File: config.mk
export PLATFORM = sky130hd
export DESIGN_NAME = id_ex_stage
export DESIGN_NICKNAME = d
export VERILOG_FILES = /design/src/rtl/id_ex_stage.sv
export SDC_FILE = /design/constraint.sdc
export NUM_CORES = 1
export LEC_CHECK = 0
export ABC_AREA = 1
export BUFFER_PORTS_ARGS = -buffer_cell sky130_fd_sc_hd__buf_4
export CAP_MARGIN = 5
export CORE_AREA = 2 2 155 157
export CTS_CLUSTER_DIAMETER = 60
export CTS_CLUSTER_SIZE = 24
export DETAILED_ROUTE_END_ITERATION = 7
export DIE_AREA = 0 0 157 159
export GPL_TIMING_DRIVEN = 0
export HOLD_SLACK_MARGIN = 0.05
export PLACE_DENSITY = 0.82
export RECOVER_POWER = 25
export REMOVE_ABC_BUFFERS = 1
export SLEW_MARGIN = 20
export SYNTH_ARGS = -nofsm -noshare
export SYNTH_HDL_FRONTEND = slang
export SYNTH_SLANG_ARGS = --single-unit
File: constraint.sdc
create_clock -name clk -period 9.86 [get_ports clk]
set_input_delay 1.479 -clock clk [delete_from_list [all_inputs] [get_ports clk]]
set_output_delay 1.479 -clock clk [all_outputs]
set_load 0.02 [all_outputs]
File: src/rtl/id_ex_stage.sv
// ID/EX pipeline stage: registers decoded ID fields, bypasses EX/MEM and MEM/WB results into
// the EX operands, inserts a bubble on load-use hazards, and honours flush and downstream hold.

module id_ex_operand (
   input  logic        clk,
   input  logic        rst,
   input  logic        capture_i,
   input  logic        refresh_i,
   input  logic [4:0]  id_rs_i,
   input  logic [31:0] rf_read_i,
   input  logic        exmem_regwrite_i,
   input  logic        exmem_is_load_i,
   input  logic [4:0]  exmem_rd_i,
   input  logic [31:0] exmem_result_i,
   input  logic        memwb_regwrite_i,
   input  logic [4:0]  memwb_rd_i,
   input  logic [31:0] memwb_data_i,
   output logic [31:0] op_o
);
   logic [4:0]  rs_q, rs_d;
   logic [31:0] rdata_q, rdata_d;
   logic        wb_hit_id, wb_hit_ex, xm_hit;

   // The register file cannot show a write landing on the capture edge, so take it from the port.
   assign wb_hit_id = memwb_regwrite_i && (memwb_rd_i != 5'd0) && (memwb_rd_i == id_rs_i);
   assign wb_hit_ex = memwb_regwrite_i && (memwb_rd_i != 5'd0) && (memwb_rd_i == rs_q);
   assign xm_hit    = exmem_regwrite_i && !exmem_is_load_i && (exmem_rd_i == rs_q);

   always_comb begin
      rs_d    = rs_q;
      rdata_d = rdata_q;
      if (capture_i) begin
         rs_d    = id_rs_i;
         rdata_d = wb_hit_id ? memwb_data_i : rf_read_i;
      end else if (refresh_i && wb_hit_ex) begin
         rdata_d = memwb_data_i;
      end
   end

   always_ff @(posedge clk or posedge rst) begin
      if (rst) begin
         rs_q    <= 5'd0;
         rdata_q <= 32'd0;
      end else begin
         rs_q    <= rs_d;
         rdata_q <= rdata_d;
      end
   end

   always_comb begin
      if (rs_q == 5'd0)
         op_o = 32'd0;
      else if (xm_hit)
         op_o = exmem_result_i;
      else if (memwb_regwrite_i && (memwb_rd_i == rs_q))
         op_o = memwb_data_i;
      else
         op_o = rdata_q;
   end
endmodule

module id_ex_stage (
   input  logic        clk,
   input  logic        rst,
   input  logic        id_valid,
   input  logic [31:0] id_pc,
   input  logic [4:0]  id_rs1,
   input  logic [4:0]  id_rs2,
   input  logic [4:0]  id_rd,
   input  logic        id_uses_rs1,
   input  logic        id_uses_rs2,
   input  logic [31:0] id_imm,
   input  logic [15:0] id_ctrl,
   input  logic        id_is_load,
   input  logic [31:0] rf_read1,
   input  logic [31:0] rf_read2,
   input  logic        exmem_regwrite,
   input  logic        exmem_is_load,
   input  logic [4:0]  exmem_rd,
   input  logic [31:0] exmem_result,
   input  logic        memwb_regwrite,
   input  logic [4:0]  memwb_rd,
   input  logic [31:0] memwb_data,
   input  logic        flush,
   input  logic        ex_hold,
   output logic        stall_id,
   output logic        ex_valid,
   output logic [31:0] ex_pc,
   output logic [31:0] ex_imm,
   output logic [4:0]  ex_rd,
   output logic [15:0] ex_ctrl,
   output logic        ex_is_load,
   output logic [31:0] ex_op1,
   output logic [31:0] ex_op2
);
   localparam int NUM_SRC = 2;

   logic        ex_valid_q, ex_valid_d;
   logic [31:0] ex_pc_q, ex_pc_d;
   logic [31:0] ex_imm_q, ex_imm_d;
   logic [4:0]  ex_rd_q, ex_rd_d;
   logic [15:0] ex_ctrl_q, ex_ctrl_d;
   logic        ex_is_load_q, ex_is_load_d;
   logic        lu, capture, refresh;

   logic [NUM_SRC-1:0][4:0]  src_rs;
   logic [NUM_SRC-1:0][31:0] src_rf;
   logic [NUM_SRC-1:0][31:0] src_op;

   assign src_rs = {id_rs2, id_rs1};
   assign src_rf = {rf_read2, rf_read1};

   assign lu = id_valid && ex_valid_q && ex_is_load_q && (ex_rd_q != 5'd0) &&
               ((id_uses_rs1 && (id_rs1 == ex_rd_q)) || (id_uses_rs2 && (id_rs2 == ex_rd_q)));

   // Priority: flush, then hold, then load-use bubble, then normal capture.
   assign capture  = !flush && !ex_hold && !lu;
   assign refresh  = !flush && ex_hold;
   assign stall_id = !flush && (ex_hold || lu);

   always_comb begin
      ex_valid_d   = ex_valid_q;
      ex_pc_d      = ex_pc_q;
      ex_imm_d     = ex_imm_q;
      ex_rd_d      = ex_rd_q;
      ex_ctrl_d    = ex_ctrl_q;
      ex_is_load_d = ex_is_load_q;
      if (flush) begin
         ex_valid_d = 1'b0;
      end else if (ex_hold) begin
         ex_valid_d = ex_valid_q;
      end else if (lu) begin
         ex_valid_d   = 1'b0;
         ex_is_load_d = 1'b0;
      end else begin
         ex_valid_d   = id_valid;
         ex_pc_d      = id_pc;
         ex_imm_d     = id_imm;
         ex_rd_d      = id_rd;
         ex_ctrl_d    = id_ctrl;
         ex_is_load_d = id_is_load;
      end
   end

   always_ff @(posedge clk or posedge rst) begin
      if (rst) begin
         ex_valid_q   <= 1'b0;
         ex_pc_q      <= 32'd0;
         ex_imm_q     <= 32'd0;
         ex_rd_q      <= 5'd0;
         ex_ctrl_q    <= 16'd0;
         ex_is_load_q <= 1'b0;
      end else begin
         ex_valid_q   <= ex_valid_d;
         ex_pc_q      <= ex_pc_d;
         ex_imm_q     <= ex_imm_d;
         ex_rd_q      <= ex_rd_d;
         ex_ctrl_q    <= ex_ctrl_d;
         ex_is_load_q <= ex_is_load_d;
      end
   end

   for (genvar s = 0; s < NUM_SRC; s++) begin : g_src
      id_ex_operand u_opnd (
         .clk              (clk),
         .rst              (rst),
         .capture_i        (capture),
         .refresh_i        (refresh),
         .id_rs_i          (src_rs[s]),
         .rf_read_i        (src_rf[s]),
         .exmem_regwrite_i (exmem_regwrite),
         .exmem_is_load_i  (exmem_is_load),
         .exmem_rd_i       (exmem_rd),
         .exmem_result_i   (exmem_result),
         .memwb_regwrite_i (memwb_regwrite),
         .memwb_rd_i       (memwb_rd),
         .memwb_data_i     (memwb_data),
         .op_o             (src_op[s])
      );
   end

   assign ex_valid   = ex_valid_q;
   assign ex_pc      = ex_pc_q;
   assign ex_imm     = ex_imm_q;
   assign ex_rd      = ex_rd_q;
   assign ex_ctrl    = ex_ctrl_q;
   assign ex_is_load = ex_is_load_q;
   assign ex_op1     = src_op[0];
   assign ex_op2     = src_op[1];
endmodule

## Word level (Yosys, flattened, before mapping)

Index checks and enable logic that the tools add are counted.

| cells by class | value |
|---|---|
| equal/unequal tests | 9 |
| bitwise gates (word level) | 3 |
| multiplexer cells | 16 |
| reductions and logical operators | 36 |

Operator list:

| kind | number |
|---|---|
| $mux 32 | 12 |
| $eq 5x5->1 | 8 |
| $logic_and 1x1->1 | 22 |
| $logic_not 5->1 | 2 |
| $reduce_bool 5->1 | 2 |
| $logic_not 1->1 | 4 |
| $mux 1 | 4 |
| $reduce_bool 2->1 | 2 |
| $not 1->1 | 3 |
| $reduce_and 3->1 | 1 |
| $logic_or 1x1->1 | 2 |
| $ne 2x2->1 const B | 1 |
| $reduce_and 2->1 | 1 |

| storage, ports and cells | value |
|---|---|
| output and inout bits | 152 |
| register bits | 161 |
| bits of input ports | 244 |
| logic and storage cells | 74 |

## Longest topological paths before layout

Gate-level depths: netlist of the first run.

| logic depth | value |
|---|---|
| depth in word-level cells | 7 |
| mapped depth | 12 |
| depth with buffers taken out | 10 |

## Cells and area by module

A second synthesis of the first run with hierarchy kept.

| unflattened totals | value |
|---|---|
| cells, all modules | 1,667 |
| area total of the unflattened synthesis | 10,422.5 µm² |

By module, submodules not included:

| module | sequential area each (µm²) | instances | area each (µm²) | cells each |
|---|---|---|---|---|
| id_ex_operand | 925.9 | 2 | 3,374.5 | 614 |
| id_ex_stage | 2,177.1 | 1 | 3,673.5 | 439 |

## Worst setup path after synthesis of the first run

Ideal clock, no wire load.

| path | value |
|---|---|
| kind | in2out |
| start point | input port memwb_rd[4] |
| end point | output port ex_op1[10] |
| stages | 9 |
| path buffers | 2 |
| setup slack | 5.769 ns |
| data arrival time | 2.612 ns |
| required time | 8.381 ns |
| cell sequence | buf_2 xor2_1 a21oi_2 nand3_1 buf_2 nand2_1 nand3_1 nand2_1 inv_1 |

| between the ends | value |
|---|---|
| longest elaborated chain between the ends | 5 |

Ends and longest elaborated chain:

| item | line | text |
|---|---|---|
| start: declaration | 82 | `input logic [4:0] memwb_rd,` |
| $eq 5x5->1 | 55 | `else if (memwb_regwrite_i && (memwb_rd_i == rs_q))` |
| $logic_and 1x1->1 | 55 |  |
| $mux 32 | 55 |  |
| $mux 32 | 53 | `else if (xm_hit)` |
| $mux 32 | 51 | `if (rs_q == 5'd0)` |
| end: declaration | 93 | `output logic [31:0] ex_op1,` |

Every way passes these cells.

## Final worst setup path of the first run

| path | value |
|---|---|
| start point | input port memwb_rd[1] |
| end point | output port ex_op1[9] |

Same word-level chain as after synthesis.

==> results of run 1 <==
[critical path, stage by stage]
cell	delay (ps)
buf_4	130
inv_2	60
nand2_1	70
nand4_1	160
nor2_4	820
nand3_2	690
buf_16	390
nand2_1	60
nand3_1	110
nand2_1	110
inv_1	40
buf_4	150
[registers in the layout, indices dropped and copies added (netlist names)]
signal	cells
ex_valid	1
ex_pc	32
ex_is_load	1
g_src.u_opnd.rs_q	10
ex_imm	32
g_src.u_opnd.rdata_q	64
ex_rd	5
ex_ctrl	16
[how the worst min path moves through the flow]
stage          slack [ps]                                      end  depth (start not counted)                               startpoint
6_report              490                   ex_ctrl[4]$_DFFE_PP0P_                          2                   ex_ctrl[4]$_DFFE_PP0P_
5_1_grt               500                    ex_pc[24]$_DFFE_PP0P_                          2                    ex_pc[24]$_DFFE_PP0P_
4_1_cts               490                   ex_ctrl[9]$_DFFE_PP0P_                          2                   ex_ctrl[9]$_DFFE_PP0P_
3_5_place_dp          470                    ex_pc[26]$_DFFE_PP0P_                          2                    ex_pc[26]$_DFFE_PP0P_
3_3_place_gp          460                   ex_imm[17]$_DFFE_PP0P_                          2                   ex_imm[17]$_DFFE_PP0P_
2_1_floorplan         480  g_src[0].u_opnd.rdata_q[17]$_DFFE_PP0P_                          2  g_src[0].u_opnd.rdata_q[17]$_DFFE_PP0P_
[cells by family after synthesis]
family | share of synthesized area
AND/OR/NAND/NOR | 0.4709
flip-flops | 0.3892
buffers and inverters | 0.09161
XOR/XNOR | 0.01184
AO/OA/AOI/OAI | 0.03650
[synthesized netlist by cell type (4+ instances only)]
cell type	n	area (um2)
buf_2	86	430.4
buf_4	5	37.54
clkbuf_1	28	105.1
dfrtp_1	161	4029
inv_1	92	345.3
inv_2	8	30.03
nand2_1	637	2391
nand3_1	331	1657
nand4_1	70	437.9
nor2_1	82	307.8
nor3_1	4	20.02
o21a_1	32	240.2
o21ai_0	21	105.1
xnor2_1	6	52.55
xor2_1	8	70.07
[final cells by class]
class / count / area [um2] / share of cell area
Clock buffer: 18 / 439.2 / 0.03060
Antenna cell: 1 / 2.502 / 0.0001744
Inverter: 100 / 379.1 / 0.02642
Tap cell: 319 / 399.1 / 0.02781
Sequential cell: 161 / 4029 / 0.2808
Multi-Input combinational cell: 1203 / 5466 / 0.3809
Clock inverter: 14 / 162.7 / 0.01133
Timing Repair Buffer: 417 / 3472 / 0.2420
[per-layer routing]
| layer | up-vias | global-route usage | wire length (um) |
|---|---|---|---|
| li1 | 5749 | - | - |
| met3 | 142 | 0.07567 | 4079 |
| met2 | 699 | 0.5257 | 18980 |
| met1 | 5548 | 0.3584 | 14040 |
| met5 | - | 0 | 0 |
| met4 | 0 | 0.1693 | 1829 |
[power by group through the flow]
stage          clock network [mW]  logic [mW]  registers (mW)
6_report                    0.673       0.769           0.804
5_1_grt                     0.710       0.838           0.815
3_3_place_gp                    0       0.745           0.811
2_1_floorplan                   0       0.351           0.859
4_1_cts                     0.682       0.769           0.803
3_5_place_dp                    0       0.769           0.813
==> flow_summary_export.csv, run 1 <==
group,metric,value,unit
outcome,status,"finished, violations left",
outcome,violations,"max-capacitance violations, max-slew violations",
floorplan,core_area,23190,um2
worst_setup_path,r2r_cells,8,
pwr,p_sw,0.8321,mW
worst_setup_path,critical_path.startpoint,"memwb_rd[1]",
global_routing,antenna_found_initial,1,
routing,ant_nets,0,
routing,routedWlPerCell,17.43,um
floorplan,die_area,24960,um2
job,max_cap_viol_count,1,
cts,postCtsHoldBufs,0,
cts,cts_setup_buffers,0,
layout,fin_cells,2233,
yosys,synth-edff-count,0,
cts,cts_tree,"yes",
global_routing,grt_max_degree,85,
pwr,p_int,1.415,mW
pwr,p_leak,7.997,nW
placed_design,port_buffers,395,
worst_setup_path,reg2reg_from,"g_src[0].u_opnd.rs_q[0]$_DFFE_PP0P_",
timing,drv_slew,84,
worst_setup_path,arrival,4290,ps
worst_setup_path,worstPathRequired,8380,ps
placed_design,dpl_cell_area,13760,um2
pwr,powerDensity,156.6,nW/um2
layout,layout_common_cells,"634 x nand2_1, 397 x buf_4, 326 x nand3_1",
worst_setup_path,worstSetupPathType,"input port to output pin",
global_routing,grt_pass1_vias,12010,
routing,vias_per_cell,5.436,
yosys,syn_area,10350,um2
cts,cts_max_level,4,
timing,max_freq,173.3,MHz
routing,num_vias,12138,
yosys,seq_area_frac_synth,0.3892,
pwr,clockPowerShare,0.300,
timing,setup-violations-final,0,
cts,root_buffer,"clkbuf_16",
yosys,yosysUniqueCellTypes,22,
yosys,async_flop_share,1.000,
timing,hold_viol_final,0,
cts,cts_resized,0,
layout,syn2layout_area_growth,38.61,%
pwr,irDropWorstVdd,0.0001034,V
routing,wirelength,38.93,mm
floorplan,die-height,159,um
timing,worst-slew-pin-transition,3719,ps
timing,tns,0,ps
pwr,p_total,2.247,mW
cts,cts_sinks,161,
timing,hold_ws,488.6,ps
cts,clk-insertion-delay-late,430,ps
worst_setup_path,rrSetupSlack,5960,ps
routing,drt_iter0_drc,1114,
placed_design,dpl.hpwl,26.81,mm
cts,clock_path_buffers,2,
layout,fillers,2124,
yosys,ys_warn_count,0,
cts,clk_pin_slew,80,ps
routing,first_pass_iters,7,
layout,nets,2144,
timing,setup_ws,4090,ps
cts,cts_buffers,17,
pwr,pwr-share-seq,0.358,
yosys,synth-main-ff-cell,"dfrtp_1",
worst_setup_path,r2r-end,"g_src[0].u_opnd.rdata_q[8]$_DFFE_PP0P_",
global_routing,grt-ovfl-total,0,
worst_setup_path,path_max_fanout,34,
timing,worst_clock_skew,17.85,ps
floorplan,die_width,157,um
routing,drc,0,
layout,fin_util,0.6187,
floorplan,start_util,0.4464,
worst_setup_path,endpoint,"ex_op1[9]",
worst_setup_path,critPathLaunchType,"input port",
layout,drive_above_1_share,0.2483,
yosys,syn_avg_cell_area,6.540,um2
yosys,ys_ff_latch,161,
timing,max_slew_margin,-1.493,
timing,period_minus_slack,5770,ps
global_routing,grt_pass1_wl,61.44,mm
timing,timing.final.crit_share,0.5852,
pwr,swShare,0.3704,
floorplan,ios,396,
global_routing,grt_usage,0.3102,
placed_design,gp_congestion,0.8938,
layout,fin_area,14350,um2
floorplan,num_rows,56,
yosys,syn_inst,1583,
layout,mostFrequentLayoutCell,"nand2_1",
worst_hold_path,hold_class,"flop to flop",
pwr,pwr-share-comb,0.342,
placed_design,pre_cts_slack,4138,ps
timing,rsz0062_at_grt,"false",
worst_setup_path,critPathCaptureType,"output pin",
placed_design,dp.cells,2200,
Power figures use the tool's default switching activity.
==> inputs of run 2 (changes only) <==
Settings changed: ABC_AREA 1 to 0, CORE_AREA 2 2 155 157 to 2 2 154 156, DIE_AREA 0 0 157 159 to 0 0 156 158, PLACE_DENSITY 0.82 to 0.74.
Clock period 9.86 ns to 5.67 ns, I/O delays scaled along.
==> run 2 against run 1 <==
Net effect:
- the run still ends with max-capacitance violations, max-slew violations left
- wire length fell by 24%
- clock power increased by 74%
- combinational power up 60%
- critical endpoint is now g_src[0].u_opnd.rdata_q[14]$_DFFE_PP0P_
- largest cell class unchanged
- largest power group unchanged
==> flow_summary_export.csv, run 2 <==
group,metric,value,unit
layout,fin_util,0.5494,
cts,cts_tree,"yes",
timing,worst-slew-pin-transition,3726,ps
yosys,yosysUniqueCellTypes,33,
worst_hold_path,hold_end,"ex_pc[20]$_DFFE_PP0P_",
global_routing,globalRouteMet1Util,0.2688,
cts,clk_pin_slew,70,ps
global_routing,grt_max_degree,94,
pwr,p_leak,6.036,nW
timing,setup-violations-final,0,
cts,postCtsHoldBufs,0,
worst_setup_path,worstPathRequired,5340,ps
floorplan,die-height,158,um
cts,cts_max_level,4,
yosys,muxShareOfSynthArea,0.1983,
yosys,synthTopCellsByArea,"dfrtp_1 47%, mux2_2 12%, mux2i_1 7.4%",
global_routing,busiest_layer,"met2",
timing,timing.final.crit_share,0.6954,
worst_setup_path,cp_cell_sequence,"clkbuf_4 -> inv_1",
worst_setup_path,critPathCaptureType,"asynchronous set/reset pin",
yosys,syn_inst,728,
timing,period_minus_slack,3943,ps
yosys,synthXorXnorAreaFrac,0.04063,
yosys,synth-main-ff-cell,"dfrtp_1",
layout,seq_area,4029,um2
floorplan,die_area,24650,um2
worst_setup_path,max_stage_delay,2580,ps
worst_setup_path,cpLargestDelayFamily,"buffers and inverters",
cts,cts_resized,0,
worst_setup_path,reg2reg_from,"ex_rd[1]$_DFFE_PP0P_",
timing,max_freq,253.6,MHz
pwr,powerDensity,302.3,nW/um2
pwr,p_int,2.559,mW
cts,root_buffer,"clkbuf_16",
yosys,synthSimpleGateAreaFrac,0.09954,
placed_design,dpl.hpwl,21.88,mm
cts,cts_setup_buffers,0,
yosys,synthTopCellsByCount,"161 x dfrtp_1, 95 x mux2_2, 70 x nor2_1",
outcome,violations,"max-capacitance violations, max-slew violations",
routing,wirelength,29.60,mm
layout,fin_cells,1400,
floorplan,core_area,23050,um2
cts,clk-insertion-delay-late,430,ps
routing,vias_per_cell,5.442,
routing,first_pass_iters,5,
worst_hold_path,whs_path_depth,1,
worst_hold_path,min_from,"ex_pc[20]$_DFFE_PP0P_",
routing,drc,0,
pwr,p_sw,1.270,mW
placed_design,gp_congestion,0.7822,
pwr,pwr-share-comb,0.322,
outcome,status,"finished, violations left",
routing,routedWlPerCell,21.14,um
worst_setup_path,path_buf_inv,2,
global_routing,grt-ovfl-total,0,
layout,drive_above_1_share,0.5523,
worst_setup_path,critPathLaunchType,"input port",
worst_setup_path,r2r-end,"g_src[0].u_opnd.rdata_q[31]$_DFFE_PP0P_",
layout,largest_reg_flops,64,
pwr,pwr-share-seq,0.372,
routing,ant_nets,0,
layout,largest_register,"g_src.u_opnd.rdata_q",
global_routing,gr-usage-met2,0.4077,
layout,syn2layout_area_growth,46.88,%
global_routing,grt_usage,0.2316,
global_routing,grt_pass1_vias,7793,
yosys,netlist.area_leader.share,0.4672,
timing,worst_clock_skew,21.30,ps
yosys,yosys.area.top_type,"dfrtp_1",
pwr,swShare,0.3317,
layout,fillers,2044,
yosys,syn_avg_cell_area,11.85,um2
yosys,seq_area_frac_synth,0.4672,
placed_design,dp.cells,1366,
global_routing,grt.met3_usage,0.06816,
timing,max_slew_margin,-1.484,
yosys,synth-edff-count,0,
worst_setup_path,r2r_cells,8,
yosys,ys_ff_latch,161,
worst_setup_path,cp_slowest_cell,"inv_1",
layout,nets,1339,
timing,drv_slew,93,
timing,hold_viol_final,0,
yosys,ys_warn_count,0,
yosys,syn_area,8623,um2
worst_setup_path,path_max_fanout,93,
floorplan,ios,396,
yosys,synth.most_common_cell,"dfrtp_1",
cts,clock_path_buffers,2,
layout,mostFrequentLayoutCell,"buf_4",
timing,tns,0,ps
worst_setup_path,arrival,3610,ps
worst_setup_path,critical_path.startpoint,"rst",
yosys,synth_top_family_by_area,"multiplexers",
layout,multiInputGateArea,4299,um2
layout,layout_common_cells,"397 x buf_4, 161 x dfrtp_1, 95 x mux2_2",
floorplan,num_rows,56,
cts,cts_sinks,161,
placed_design,port_buffers,395,
yosys,synthAdderAreaFrac,0,
worst_setup_path,worstSetupPathType,"input port to asynchronous set/reset pin",
job,max_cap_viol_count,1,
worst_setup_path,rrSetupSlack,2800,ps
routing,drt_iter0_drc,462,
pwr,clockPowerShare,0.306,
cts,cts_buffers,17,
worst_hold_path,hold_class,"flop to flop",
routing,num_vias,7619,
floorplan,die_width,156,um
yosys,async_flop_share,1.000,
yosys,synth-compound-area-share,0.1512,
pwr,irDropWorstVdd,0.0002244,V
floorplan,start_util,0.3741,
global_routing,grt_pass1_wl,43.90,mm
timing,rsz0062_at_grt,"false",
global_routing,antenna_found_initial,2,
[run 2: cell types whose count changed after synthesis, sizes merged, moves of 64 or more]
cell	delta
o221a	+64
a211oi	+64
mux2i	+64
nand2	-628
nand4	-68
inv	-97
or3	+64
mux2	+95
nand3	-328
[run 2: power by group through the flow]
stage | Combinational, mW | Clock [mW] | Sequential, mW
final | 1.23 | 1.17 | 1.42
after detailed placement | 1.24 | 0 | 1.45
after global routing | 1.31 | 1.26 | 1.45
after CTS | 1.24 | 1.21 | 1.42
after floorplan | 0.552 | 0 | 1.53
after global placement | 1.21 | 0 | 1.43
[run 2: stage by stage]
step	worst slack [ps]	power [mW]	instance area, um2	hold slack, ps
2_1_floorplan	-2158	2.086	8263	556.0
3_3_place_gp	-6435	2.642	11590	492.0
3_5_place_dp	1749	2.685	12060	496.2
4_1_cts	1736	3.875	12670	512.4
6_report	1727	3.829	12670	511.0
5_1_grt	977.3	4.016	12670	522.3
[run 2: area by class of cell]
class / count / area share
antenna: 2 / 0.0003951
multi-input combinational: 499 / 0.3394
sequential: 161 / 0.3181
tap: 290 / 0.02865
inverter: 3 / 0.0008891
timing repair buffer: 413 / 0.2646
clock buffer: 18 / 0.03467
clock inverter: 14 / 0.01324
[run 2: routing by layer]
metal	part of all wire	vias to the layer above
li1	-	3501
met1	0.38	3720
met2	0.51	360
met3	0.088	38
met4	0.020	0
met5	0	-
[run 2: cell families after synthesis]
group / after synthesis
AND/OR/NAND/NOR: 163
flip-flops: 161
multiplexers: 159
AO/OA/AOI/OAI: 137
buffers and inverters: 68
XOR/XNOR: 40
[run 2: worst max path at each step]
stage	to	slack (ps)	cells past startpoint
finish	g_src[0].u_opnd.rdata_q[14]$_DFFE_PP0P_	1730	2
global route	g_src[0].u_opnd.rdata_q[12]$_DFFE_PP0P_	980	2
CTS	ex_op1[21]	1740	6
detailed placement	ex_op1[31]	1750	6
global placement	g_src[1].u_opnd.rdata_q[20]$_DFFE_PP0P_	-6440	7
floorplan	g_src[1].u_opnd.rdata_q[0]$_DFFE_PP0P_	-2160	6
